`config.mk`:
```
export PLATFORM = sky130hd
export DESIGN_NAME = wbu_retire
export DESIGN_NICKNAME = d
export VERILOG_FILES = /design/src/rtl/wbu_retire.sv
export SDC_FILE = /design/constraint.sdc
export NUM_CORES = 1
export LEC_CHECK = 0
export CORE_UTILIZATION = 40
export DETAILED_ROUTE_END_ITERATION = 7
export MAX_ROUTING_LAYER = met4
export SLEW_MARGIN = 10
export SYNTH_ARGS = -nofsm -noshare
export SYNTH_HDL_FRONTEND = slang
export SYNTH_SLANG_ARGS = --single-unit
```
`constraint.sdc`:
```
create_clock -name clk -period 8.3 [get_ports clk]
set_input_delay 1.66 -clock clk [delete_from_list [all_inputs] [get_ports clk]]
set_output_delay 1.66 -clock clk [all_outputs]
set_load 0.01 [all_outputs]
```
`src/rtl/wbu_retire.sv`:
```
// rtl/wbu_retire.sv - writeback/retire stage: FIFO-buffered regfile write port and commit tracking
// Retires one instruction per cycle from a small FIFO; halts permanently on EBREAK until reset.
module wbu_retire #(
  parameter int DEPTH = 2,
  parameter int CNT_W = 64
) (
  input  logic             clk,
  input  logic             rst,
  input  logic             in_valid,
  output logic             in_ready,
  input  logic [31:0]      in_pc,
  input  logic [31:0]      in_dnpc,
  input  logic [4:0]       in_rd_addr,
  input  logic             in_reg_wen,
  input  logic [31:0]      in_wdata,
  input  logic             in_ebreak,
  input  logic             stall,
  output logic             rf_wen,
  output logic [4:0]       rf_addr,
  output logic [31:0]      rf_data,
  output logic             commit_valid,
  output logic [31:0]      commit_pc,
  output logic [31:0]      commit_dnpc,
  output logic [CNT_W-1:0] retire_cnt,
  output logic             halted
);

  localparam int AW = (DEPTH > 1) ? $clog2(DEPTH) : 1;
  localparam int CW = $clog2(DEPTH + 1);

  typedef struct packed {
    logic [31:0] pc;
    logic [31:0] dnpc;
    logic [4:0]  rd_addr;
    logic        reg_wen;
    logic [31:0] wdata;
    logic        ebreak;
  } entry_t;

  typedef enum logic {S_RUN, S_HALT} state_t;

  entry_t         mem [DEPTH];
  entry_t         head;
  logic [AW-1:0]  wr_ptr;
  logic [AW-1:0]  rd_ptr;
  logic [CW-1:0]  count;
  state_t         state;
  logic           push;
  logic           pop;

  // Readiness depends only on registered state, so upstream never sees a path from stall.
  assign in_ready = (state == S_RUN) && (count < CW'(DEPTH));
  assign push     = in_valid && in_ready;
  assign pop      = (count != '0) && !stall && (state == S_RUN);
  assign head     = mem[rd_ptr];

  always_ff @(posedge clk) begin
    if (push) begin
      mem[wr_ptr] <= '{pc: in_pc, dnpc: in_dnpc, rd_addr: in_rd_addr,
                       reg_wen: in_reg_wen, wdata: in_wdata, ebreak: in_ebreak};
    end
  end

  always_ff @(posedge clk) begin
    if (rst) begin
      wr_ptr       <= '0;
      rd_ptr       <= '0;
      count        <= '0;
      state        <= S_RUN;
      rf_wen       <= 1'b0;
      rf_addr      <= '0;
      rf_data      <= '0;
      commit_valid <= 1'b0;
      commit_pc    <= '0;
      commit_dnpc  <= '0;
      retire_cnt   <= '0;
      halted       <= 1'b0;
    end else begin
      if (push) wr_ptr <= wr_ptr + AW'(1);
      if (pop)  rd_ptr <= rd_ptr + AW'(1);
      case ({push, pop})
        2'b10:   count <= count + CW'(1);
        2'b01:   count <= count - CW'(1);
        default: count <= count;
      endcase

      rf_wen       <= pop && head.reg_wen && (head.rd_addr != 5'd0);
      commit_valid <= pop;
      if (pop) begin
        rf_addr     <= head.rd_addr;
        rf_data     <= head.wdata;
        commit_pc   <= head.pc;
        commit_dnpc <= head.dnpc;
        retire_cnt  <= retire_cnt + CNT_W'(1);
        // EBREAK still commits; the halt only blocks entries behind it.
        if (head.ebreak) begin
          state  <= S_HALT;
          halted <= 1'b1;
        end
      end
    end
  end

endmodule

```
==> flow_metrics.env <==
export IMPL_fin_tns_setup_ns=0
export IMPL_syn_instance_count=1068
export IMPL_layout_common_cells="274 x clkdlybuf4s50_1, 206 x edfxtp_1, 172 x dfxtp_1"
export IMPL_cts_hold_buf=0
export IMPL_r2r_slack_ns=5.08
export IMPL_vias=9288
export IMPL_crit_required_ns=8.69
export IMPL_fmax_mhz=228
export IMPL_path_clk_slew_ns=0.06
export IMPL_antenna_left=0
export IMPL_ir_drop_v=0.000198
export IMPL_drc=0
export IMPL_path_max_fanout=127
export IMPL_htreeDepth=2
export IMPL_wl_mm=32.0
export IMPL_cts_tree="yes"
export IMPL_cp_cell_sequence="clkdlybuf4s50_1 -> or2_4 -> or2_2 -> inv_6 -> buf_4 -> nand4_1 -> xor2_1 -> nor2_1"
export IMPL_drive_gt1_frac=0.0588
export IMPL_crit_path_start_kind="input pin"
export IMPL_drv_cap=0
export IMPL_die_w_um=189
export IMPL_clockBufferDepth=3
export IMPL_min_delay_path_class="register to register"
export IMPL_fp_dieH_um=189
export IMPL_end_kind="register"
export IMPL_drt_initial_drc_count=398
export IMPL_cts_root_buffer="clkbuf_16"
export IMPL_hpwlAfterDp_mm=20.0
export IMPL_maxSlewViolCount=0
export IMPL_r2r_start="state$_SDFFE_PP0P_"
export IMPL_cts_sinks=379
export IMPL_critPathKind="input pin to register"
export IMPL_start_util=0.406
export IMPL_nNetsFinal=1439
export IMPL_yosysSeqAreaShare=0.690
export IMPL_power_leakage_nw=5.87
export IMPL_outcome="finished clean"
export IMPL_fp_coreArea_um2=34500
export IMPL_grtUsageTotal=0.185
export IMPL_cpPeakStageDelay_ns=0.81
export IMPL_grt_pass1_wl_mm=50.1
export IMPL_ys_ff_latch=379
export IMPL_syn_nets=1177
export IMPL_avgSynthCellArea_um2=13.1
export IMPL_antenna_found_initial=5
export IMPL_rows=68
export IMPL_arrival_ns=4.79
export IMPL_final_core_util=0.535
export IMPL_grt_max_degree=128
export IMPL_area_delta_synth_final_pct=31.8
export IMPL_routedWlPerCell_um=17.6
export IMPL_slew_headroom=0.275
export IMPL_via_per_inst=5.10
export IMPL_reg2reg_depth=7
export IMPL_hold_end="retire_cnt[63]$_SDFFE_PP0P_"
export IMPL_first_pass_iters=4
export IMPL_final_period_utilization=0.529
export IMPL_grt_remaining_overflow=0
export IMPL_setup_viol=0
export IMPL_hold_violations=0
export IMPL_fin_crit_ns=4.39
export IMPL_gp_congestion=0.801
export IMPL_finClkSkew_ns=0.0115
export IMPL_yosysWarnings=0
export IMPL_slowest_stage="buf_4"
export IMPL_hold_start="retire_cnt[63]$_SDFFE_PP0P_"
export IMPL_grt_pass1_vias=9079
export IMPL_worst_slew_pin_slew_ns=1.09
export IMPL_r2r_end="retire_cnt[26]$_SDFFE_PP0P_"
export IMPL_postCtsSetupBuffers=0
export IMPL_synth_distinct_cells=38
export IMPL_rsz0062_at_grt="false"
export IMPL_clk_latency_ns=0.54
export IMPL_power_density_nw_per_um2=304
export IMPL_hold_depth=2
export IMPL_layout_commonest_cell="clkdlybuf4s50_1"
export IMPL_io_pins=276
export IMPL_die_area_um2=35700
export IMPL_syn_area_um2=14000
export IMPL_cts_buffers=41
export IMPL_ctsResizeCount=0
export IMPL_portBuffers=275
-- cell usage after synthesis (all sizes together) --
library cell  count  share of area
nand4            20          0.010
dfxtp           173           0.25
o21ai            20         0.0072
nor2b             2        0.00089
or4              18         0.0097
inv              10         0.0027
nor3b             1        0.00054
a21oi            36          0.013
nor2            148          0.040
and2              2        0.00089
ha                2         0.0018
buf               9         0.0034
a211oi          101          0.054
or3              19         0.0085
xnor2            26          0.016
and3              7         0.0031
nor4             12         0.0075
mux2              3         0.0024
nor3             15         0.0065
mux2i           101          0.072
and4              7         0.0044
o31ai            15         0.0081
clkbuf           52          0.014
nand3            25         0.0089
o211ai            1        0.00054
edfxtp          206           0.44
o41ai             1        0.00063
or2               3         0.0015
nand2            26         0.0070
xor2              6         0.0038
nand4b            1        0.00063
-- flip-flops by register name (all words and copies together), names as in the netlist, named ones only --
name / cells
retire_cnt: 64
commit_dnpc: 32
rf_data: 32
state: 1
rf_addr: 5
commit_valid: 1
rf_wen: 1
commit_pc: 32
rd_ptr: 1
count: 2
wr_ptr: 1
mem: 206
-- critical path, delay by kind of cell --
family        cells  cell delay [ns]
simple gates      4             0.90
buf+inv           3             1.84
xor+xnor          1             0.19
-- per-stage QoR --
stage          cells  cell area (um^2)  hold slack [ns]  setup WS [ns]  power [mW]
6_report        1821             18400            0.482           3.91        5.61
5_1_grt         1821             18400            0.508           3.74        5.91
4_1_cts         1816             18400            0.486           3.96        5.70
3_5_place_dp    1742             17100            0.480           3.43        3.93
3_3_place_gp    1742             17100            0.458           3.44        3.90
2_1_floorplan   1068             14000            0.471           1.69        3.34
-- worst max-delay path by stage --
stage	end	slack, ns	from	cells after the start
floorplan	mem[0][0]$_DFFE_PP_	1.69	in_valid	2
global placement	retire_cnt[26]$_SDFFE_PP0P_	3.44	stall	8
detailed placement	retire_cnt[26]$_SDFFE_PP0P_	3.43	stall	8
CTS	retire_cnt[26]$_SDFFE_PP0P_	3.96	stall	8
global route	retire_cnt[26]$_SDFFE_PP0P_	3.74	stall	8
finish	retire_cnt[26]$_SDFFE_PP0P_	3.91	stall	8
-- report_power, final --
| group | internal [mW] | leakage [nW] | switching [mW] |
|---|---|---|---|
| Clock | 1.03 | 0.636 | 0.722 |
| Sequential | 2.41 | 3.33 | 0.193 |
| Combinational | 0.594 | 1.90 | 0.665 |
| Total | 4.03 | 5.87 | 1.58 |
-- logic make-up after synthesis --
kind of cell,synth area share
mux,0.0747
compound gates,0.0835
xor+xnor,0.0200
simple gates,0.110
buf+inv,0.0200
fa+ha+maj,0.00179
flops,0.690
-- layer usage --
layer,vias to the layer above,track usage,share of wire
met5,-,-,0
met3,45,0.0747,0.098
met1,4403,0.226,0.42
li1,4572,-,-
met2,268,0.285,0.46
met4,0,0.0459,0.017
-- final cells by class --
type                    instances  area, um^2
multi-input cells             618        4070
fillers                      2942       16000
clock inverters                14         144
well taps                     455         569
diodes                          5        12.5
repair buffers                280        2790
inverters                      10        42.5
clock buffers                  60        1150
flip-flops and latches        379        9650
Note: power is estimated with default switching activity, not from simulation.
